File: config.mk
export PLATFORM = sky130hd
export DESIGN_NAME = rf_dump_reader
export DESIGN_NICKNAME = d
export VERILOG_FILES = /design/src/rtl/rf_dump_reader_pkg.sv /design/src/rtl/rf_dump_reader.sv
export SDC_FILE = /design/constraint.sdc
export NUM_CORES = 1
export LEC_CHECK = 0
export CORE_AREA = 2 2 91 137
export CTS_CLUSTER_SIZE = 30
export DETAILED_ROUTE_END_ITERATION = 12
export DIE_AREA = 0 0 93 139
export MAX_ROUTING_LAYER = met4
export PLACE_DENSITY = 0.73
export SLEW_MARGIN = 20
export SYNTH_ARGS = -nofsm -noshare
export SYNTH_HDL_FRONTEND = slang
export SYNTH_SLANG_ARGS = --single-unit
File: constraint.sdc
create_clock -name clk -period 6.9 [get_ports clk]
set_clock_uncertainty 0.1 [all_clocks]
set_input_delay 1.035 -clock clk [delete_from_list [all_inputs] [get_ports clk]]
set_output_delay 1.035 -clock clk [all_outputs]
set_load 0.01 [all_outputs]
File: src/rtl/rf_dump_reader_pkg.sv
// Shared register-file debug definitions: dump FSM encodings and RF geometry.
// The protocol bench and the UART framer import these as well.
package rf_dump_reader_pkg;

  localparam int RF_AW    = 5;
  localparam int RF_DW    = 32;
  localparam int RF_NREGS = 32;

  localparam logic [1:0] S_IDLE = 2'd0;
  localparam logic [1:0] S_SEL  = 2'd1;
  localparam logic [1:0] S_SEND = 2'd2;
  localparam logic [1:0] S_DONE = 2'd3;

endpackage

File: src/rtl/rf_dump_reader.sv
// Walks register-file debug indices FIRST_REG..LAST_REG and streams {index, value}
// words over valid/ready, with a running wrapping checksum and a done pulse.
module rf_dump_reader
  import rf_dump_reader_pkg::*;
#(
  parameter int FIRST_REG = 0,
  parameter int LAST_REG  = 31,
  parameter int AW        = RF_AW,
  parameter int DW        = RF_DW
) (
  input  logic          clk,
  input  logic          rst,
  input  logic          start,
  input  logic          abort,
  output logic [AW-1:0] reg_sel,
  input  logic [DW-1:0] reg_data,
  output logic          out_valid,
  input  logic          out_ready,
  output logic [AW-1:0] out_idx,
  output logic [DW-1:0] out_data,
  output logic          busy,
  output logic          done,
  output logic [DW-1:0] checksum
);

  if (FIRST_REG < 0 || FIRST_REG > LAST_REG || LAST_REG >= RF_NREGS) begin : g_bad_range
    $error("rf_dump_reader: need 0 <= FIRST_REG <= LAST_REG < %0d", RF_NREGS);
  end

  localparam logic [AW-1:0] L_FIRST = AW'(FIRST_REG);
  localparam logic [AW-1:0] L_LAST  = AW'(LAST_REG);

  logic [1:0]    r_state;
  // The walk index is the registered reg_sel itself; it holds its value on abort.
  logic [AW-1:0] r_idx;
  logic          r_out_valid;
  logic [AW-1:0] r_out_idx;
  logic [DW-1:0] r_out_data;
  logic [DW-1:0] r_checksum;

  // NOTE: state registers use non-blocking assignments so every flop samples
  // pre-edge values; blocking here would create order-dependent races.
  always_ff @(posedge clk or posedge rst) begin
    if (rst) begin
      r_state     <= S_IDLE;
      r_idx       <= '0;
      r_out_valid <= 1'b0;
      r_out_idx   <= '0;
      r_out_data  <= '0;
      r_checksum  <= '0;
    end else if (abort) begin
      r_state     <= S_IDLE;
      r_out_valid <= 1'b0;
    end else begin
      case (r_state)
        S_IDLE: begin
          if (start) begin
            r_state    <= S_SEL;
            r_idx      <= L_FIRST;
            r_checksum <= '0;
          end
        end
        S_SEL: begin
          r_state     <= S_SEND;
          r_out_data  <= reg_data;
          r_out_idx   <= r_idx;
          r_out_valid <= 1'b1;
          r_checksum  <= r_checksum + reg_data;
        end
        S_SEND: begin
          if (out_ready) begin
            r_out_valid <= 1'b0;
            if (r_idx == L_LAST) begin
              r_state <= S_DONE;
            end else begin
              r_idx   <= r_idx + 1'b1;
              r_state <= S_SEL;
            end
          end
        end
        S_DONE:  r_state <= S_IDLE;
        default: r_state <= S_IDLE;
      endcase
    end
  end

  assign reg_sel   = r_idx;
  assign out_valid = r_out_valid;
  assign out_idx   = r_out_idx;
  assign out_data  = r_out_data;
  assign checksum  = r_checksum;
  assign busy      = (r_state != S_IDLE);
  assign done      = (r_state == S_DONE);

endmodule

* After elaboration in Yosys (flattened, before gate mapping)
Index checks and enable logic that the tools add are counted.
Storage, ports and cells: flip-flop bits (word level) 77, input port bits 37, output and inout port bits 77, logic and storage cells 42
Operators by class: add/sub/neg operators 2, equal/unequal tests 9, mux-type cells 14, bitwise logic cells 1, reductions and logical operators 10
Operators with widths (number):
- $pmux 32 s2 | 1
- $add 32x32->32 | 1
- $mux 32 | 1
- $mux 5 | 3
- $pmux 5 s2 | 1
- $mux 2 | 4
- $pmux 2 s4 | 1
- $ne 2x2->1 const B | 3
- $ne 3x3->1 const B | 2
- $reduce_and 2->1 | 3
- $reduce_bool 2->1 | 3
- $add 5x1->5 const B | 1
- $eq 5x5->1 const B | 1
- $reduce_and 5->1 | 1
- $eq 2x2->1 const B | 2
- $reduce_and 3->1 | 1
- $reduce_bool 3->1 | 1
- $eq 2x1->1 const B | 1
- $logic_not 2->1 | 1
- $mux 1 | 2
- $pmux 1 s2 | 1
- $not 1->1 | 1

* Depth between registers and ports, before layout
Gate-level depths: netlist of run 1.
word-level depth 5, gate-level depth with buffers 11

* Worst setup path after synthesis of run 1
No wires, ideal clock.
path type input -> register, from input port reg_data[0], to register r_checksum[30], in the netlist checksum[30], setup time 122 ps, data arrival time 3352 ps, setup slack 3327 ps, stages 11, buffers on the path 0, path through ha_1 inv_1 fa_1 nor2b_1 o31a_1 o311a_1 o311ai_4 a2111oi_2 o21a_1 or3_1 a32o_1
On the way: word-level cells in the longest chain between the ends 2
RTL lines:
- start, declared | line rf_dump_reader.sv:16 | input logic [DW-1:0] reg_data,
- $add 32x32->32 | line rf_dump_reader.sv:68 | r_checksum <= r_checksum + reg_data;
- $pmux 32 s2 | line rf_dump_reader.sv:55 | case (r_state)
- end signal, assigned | line rf_dump_reader.sv:68
- end, declared | line rf_dump_reader.sv:39 | logic [DW-1:0] r_checksum;
No other way between the ends. A chain may end at the register's enable or synchronous reset.

* Final worst setup path of run 1
from input port reg_data[0], to register r_checksum[28], in the netlist checksum[28]
The elaborated chain is that of the path after synthesis.

==> results of run 1 <==
## cell type report
| cell class | instances | area, sq um | area share |
|---|---|---|---|
| Clock buffer | 11 | 252.7 | 0.04090 |
| Inverter | 13 | 50.05 | 0.008099 |
| Timing Repair Buffer | 117 | 1174 | 0.1899 |
| Tap cell | 153 | 191.4 | 0.03098 |
| Clock inverter | 5 | 33.78 | 0.005467 |
| Multi-Input combinational cell | 421 | 2551 | 0.4128 |
| Sequential cell | 77 | 1927 | 0.3118 |
## sequential cells by signal, indices dropped and copies added (netlist names)
signal	flops
checksum	32
out_data	32
out_idx	5
r_state	2
out_valid	1
reg_sel	5
## Yosys cell counts, drive strengths merged (3+ instances only)
cell type,number
a21o,14
a21oi,29
a22o,4
a32o,3
and3,4
buf,4
clkbuf,20
dfrtp,77
ha,33
inv,13
mux2i,3
nand2,152
nand2b,6
nand3,10
nand4,7
nor2,20
nor2b,3
nor3,7
nor4,3
o211ai,3
o21a,6
o21ai,43
o31ai,6
or2,3
or3,5
xnor2,8
xor2,11
## worst max path at each step
stage / end / slack [ns] / cells past startpoint
6_report: checksum[28] / 2.87 / 12
4_1_cts: checksum[28] / 2.87 / 12
2_1_floorplan: checksum[30] / 3.33 / 11
3_3_place_gp: checksum[28] / 2.60 / 12
3_5_place_dp: checksum[28] / 2.50 / 12
5_1_grt: checksum[28] / 2.67 / 12
## power groups by stage
stage	combinational [uW]	sequential [uW]	clock, uW
floorplan	422	664	0
global placement	773	627	0
detailed placement	791	631	0
CTS	795	624	463
global route	874	637	483
finish	793	623	453
## metal layers
layer  part of all wire  vias to the layer above  routed length [um]
met5                  0                        -                   0
met4              0.024                        0                 296
met3              0.033                       22                 407
met2               0.53                       96                6457
met1               0.41                     2010                5011
li1                   -                     2088                   -
## worst register-to-register path, delay by kind of cell (launching register included)
family | cells | cell delay [ns]
buffers and inverters | 1 | 0.07
adders and majority gates | 2 | 0.61
AOI/OAI and AO/OA | 4 | 1.12
DFF | 1 | 0.38
and+or+nand+nor | 4 | 0.89
## kinds of logic after synthesis
family | Yosys count | share of synthesized area
AND/OR/NAND/NOR | 228 | 0.2152
AO/OA/AOI/OAI | 136 | 0.1976
flip-flops | 77 | 0.4179
buffers and inverters | 37 | 0.03039
adder cells (fa/ha/maj) | 34 | 0.09390
XOR/XNOR | 19 | 0.03609
multiplexers | 4 | 0.008955
## per-stage QoR
| stage | util | worst slack, ns | hold WS (ns) |
|---|---|---|---|
| floorplan | - | 3.327 | 0.4139 |
| global placement | 0.4989 | 2.604 | 0.3569 |
| detailed placement | 0.4989 | 2.501 | 0.3611 |
| CTS | 0.5233 | 2.866 | 0.3759 |
| global route | 0.5250 | 2.671 | 0.3887 |
| finish | 0.5250 | 2.870 | 0.3712 |
==> flow_summary.toml, run 1 <==
[placed_design]
place_inst = 780
hpwlAfterDp_mm = 8.833
gp_congestion = 0.8684
postPlaceCellArea_sq_mm = 0.005873
port-buffer-count = 113

[route]
drt_pass1_iterations = 4
remaining_drc_errors = 0
vias = 4216
detail_route.wl_per_cell_um = 15.27
routed_wl_mm = 12.17
drt_iter0_drc = 166
antenna_left = 0
vias_per_cell = 5.290

[synth]
async_reset_ff_frac = 1.000
yosys_warnings = 0
synth.area.top_cells = "dfrtp_1, nand2_1, ha_1, o21ai_0, a21oi_1"
synth_cell_type_count = 57
yosysTopAreaCell = "dfrtp_1"
syn_avg_cell_area_sq_um = 8.618
synthCells = 535
ys_ff_latch = 77
syn_nets = 606
synth_ff_type = "dfrtp_1"
synth_edf_count = 0
seq_area_frac_synth = 0.4179
netlist_area_sq_mm = 0.004611
yosysTopAreaCellShare = 0.4179

[clocking]
cts_buffers = 9
cts_tree = "yes"
ctsRootBufferMaster = "clkbuf_16"
clkSinkCount = 77
cts_hold_buf = 0
htree_levels = 3
insertion_delay_ns = 0.34
clkTransAtPathRegs_ns = 0.06
clk_path_buf_depth = 2
post_cts_buffers = 0
post_cts_resized = 0

[critical_path]
path_class = "in -> reg"
crit_path_cell_trace = "clkdlybuf4s50_1 > ha_1 > inv_1 > fa_1 > nor2b_1 > o31a_1 > o311a_1 > o311ai_4 > a2111oi_2 > nor3b_2 > or4_1 > nand3_1"
critPathArrivalTime_ns = 4.20
r2r-end = "checksum[28]"
crit_path_end_kind = "flop"
path_delay_family = "compound AO/OA/AOI/OAI gates"
worstPathMaxFanout = 5
r2r_slack_ns = 3.68
r2r_start = "checksum[0]"
critical_path_required_ns = 7.07
max_stage_delay_ns = 0.49
crit_start = "reg_data[0]"
crit_buf_inv = 2
crit_slowest_cell = "clkdlybuf4s50_1"
rr_worst_depth = 11
start_kind = "input pin"

[cells_and_area]
final_common_cell = "nand2_1"
drive_gt1_frac = 0.04969
syn_to_final_growth_pct = 34.03
fill_cells = 1118
diodes = 0
final_cell_mix = "nand2_1, clkdlybuf4s50_1, dfrtp_1, o21ai_0, ha_1"
fin_cells = 797
nets = 710
fin_area_sq_mm = 0.006180

[timing]
slew_headroom = 0.3442
period_share = 0.5840
maxSlewViolCount = 0
tightest_slew_ns = 0.9837
rsz0062_at_grt = "no"
fmax_mhz = 248.2
timing.final.crit_period_ns = 4.030
setup-tns-final_ns = 0
finalHoldViolCount = 0
finalSetupViolCount = 0

[global_route]
grt_pass1_wl_mm = 20.27
grt_pass1_vias = 4170
grt-ovfl-total = 0
grt_usage = 0.1999
antenna_found_initial = 0
grt_max_degree = 78
grt_util_met2 = 0.3471
grt_use_met1 = 0.2273
grt_busiest_layer = "met2"
met3_usage = 0.03152

[run_status]
status = "finished, final reports clean"

[power]
power_density_mw_per_mm2 = 302.4
p_comb_frac = 0.424
switching_power_uw = 664.6
p_sw_frac = 0.3557
p_seq_frac = 0.333
internal-power_uw = 1204
power.ir.vdd_worst_mv = 0.1314
leakagePower_uw = 0.002869
clkPwrFrac = 0.242
p_total_uw = 1869

[floorplanning]
die_x_um = 93
start_util = 0.3917
core_sq_mm = 0.01177
boundaryPins = 114
die_h_um = 139
dieArea_sq_mm = 0.01293
rows = 49

[job]
maxCapViolCount = 0

[worst_hold_path]
holdPathStages = 2
hp-start = "out_data[18]"
hold_end = "out_data[18]"
hold_class = "reg -> reg"
Note: power is estimated with default switching activity, not from simulation.
==> run 2, diff against run 1 <==
==> constraint.sdc (replaced) <==
create_clock -name clk -period 4 [get_ports clk]
set_clock_uncertainty 0.1 [all_clocks]
set_input_delay 0.6 -clock clk [delete_from_list [all_inputs] [get_ports clk]]
set_output_delay 0.6 -clock clk [all_outputs]
set_load 0.01 [all_outputs]
==> run 2 against run 1 <==
Against the previous run:
- sequential power up 73%
- utilization down 0.074 points
- cell count up 0.25%
- global-route usage up 0.24 points
- largest power group unchanged
==> flow_summary.toml, run 2 (synthesized netlist as in run 1, its figures left out) <==
[route]
detail_route.wl_per_cell_um = 15.44
drt_iter0_drc = 169
drt_pass1_iterations = 5
vias_per_cell = 5.378
routed_wl_mm = 12.34
vias = 4297
antenna_left = 0
remaining_drc_errors = 0

[timing]
finalSetupViolCount = 0
setup-tns-final_ns = 0
fmax_mhz = 278.4
period_share = 0.8980
finalHoldViolCount = 0
slew_headroom = 0.5199
maxSlewViolCount = 0
timing.final.crit_period_ns = 3.592
rsz0062_at_grt = "no"
tightest_slew_ns = 0.7176

[critical_path]
r2r_start = "checksum[0]"
worst-path-stages = 12
r2r_slack_ns = 0.80
crit_slowest_cell = "clkdlybuf4s50_1"
path_delay_family = "compound AO/OA/AOI/OAI gates"
worstPathMaxFanout = 5
critical_path_required_ns = 4.17
r2r-end = "checksum[28]"
crit_path_cell_trace = "clkdlybuf4s50_1 > ha_1 > inv_1 > fa_1 > nor2b_1 > o31a_1 > o311a_1 > o311ai_4 > a2111oi_2 > nor3b_2 > or4_1 > nand3_1"
rr_worst_depth = 11
max_stage_delay_ns = 0.50
start_kind = "input pin"
crit_buf_inv = 2
path_class = "in -> reg"
critPathArrivalTime_ns = 3.76
crit_path_end_kind = "flop"

[clocking]
clkSinkCount = 77
post_cts_resized = 0
cts_tree = "yes"
ctsRootBufferMaster = "clkbuf_16"
clk_path_buf_depth = 2
cts_hold_buf = 0
post_cts_buffers = 0
cts_buffers = 9
htree_levels = 3
clkTransAtPathRegs_ns = 0.06
insertion_delay_ns = 0.33

[global_route]
antenna_found_initial = 0
grt_pass1_wl_mm = 20.60
grt-ovfl-total = 0
grt_usage = 0.2023
grt_max_degree = 40
grt_pass1_vias = 4255

[cells_and_area]
diodes = 0
syn_to_final_growth_pct = 33.84
final_cell_mix = "nand2_1, clkdlybuf4s50_1, dfrtp_1, o21ai_0, ha_1"
final_common_cell = "nand2_1"
post-route-util = 0.5242
nets = 713
drive_gt1_frac = 0.05108

[floorplanning]
dieArea_sq_mm = 0.01293
core_sq_mm = 0.01177
rows = 49
boundaryPins = 114
start_util = 0.3917
die_x_um = 93
die_h_um = 139

[placed_design]
port-buffer-count = 113
hpwlAfterDp_mm = 9.024
gp_congestion = 0.8867

[worst_hold_path]
holdPathStages = 2
hold_end = "out_data[18]"
hold_class = "reg -> reg"
hp-start = "out_data[18]"

[run_status]
status = "finished, final reports clean"

[power]
power_density_mw_per_mm2 = 518.4
power.ir.vdd_worst_mv = 0.2051
leakagePower_uw = 0.002870

[job]
maxCapViolCount = 0
==> run 2: cell count changes in the layout (fill, tap and decap cells not counted), sizes merged <==
cell  previous run  this run
buf              4         7
inv             13        12
==> run 2: power breakdown <==
part | switching (uW) | total, uW | internal (uW)
clock | 311 | 743 | 431
sequential | 129 | 1080 | 949
combinational | 701 | 1380 | 678
==> run 2: per-stage QoR <==
| step | instance area (sq um) | setup slack (ns) | instances | power, uW | hold WS (ns) |
|---|---|---|---|---|---|
| 2_1_floorplan | 4611 | 0.8619 | 535 | 1874 | 0.4139 |
| 3_3_place_gp | 5903 | 0.1473 | 784 | 2423 | 0.3566 |
| 3_5_place_dp | 5903 | 0.07444 | 784 | 2461 | 0.3619 |
| 4_1_cts | 6171 | 0.4248 | 799 | 3226 | 0.3759 |
| 5_1_grt | 6171 | 0.2394 | 799 | 3422 | 0.3894 |
| 6_report | 6171 | 0.4082 | 799 | 3199 | 0.3726 |
==> run 2: worst min-delay path: stages (launching register included) <==
cell and delay, ns:
dfrtp_1 0.34, nand2_1 0.05, nand2_1 0.05
==> run 2: final cells by class <==
class                   count  area, sq um
fillers                  1124         5600
multi-input cells         421         2551
flip-flops and latches     77         1927
repair buffers            120         1184
clock buffers              11        242.7
well taps                 153        191.4
inverters                  13        50.05
clock inverters             4        25.02
==> run 2: worst max-delay path by stage <==
stage	start	to	slack, ns
after floorplan	reg_data[0]	checksum[30]	0.86
after global placement	reg_data[0]	checksum[28]	0.15
after detailed placement	reg_data[0]	checksum[28]	0.07
after CTS	reg_data[0]	checksum[28]	0.42
after global routing	reg_data[0]	checksum[28]	0.24
final	reg_data[0]	checksum[28]	0.41
==> run 2: layer usage <==
metal	up-vias	routed length, um	global-route usage
li1	2092	-	-
met1	2058	5017	0.2395
met2	125	6620	0.3440
met3	22	450	0.02717
met4	0	251	0.08127
met5	-	0	-
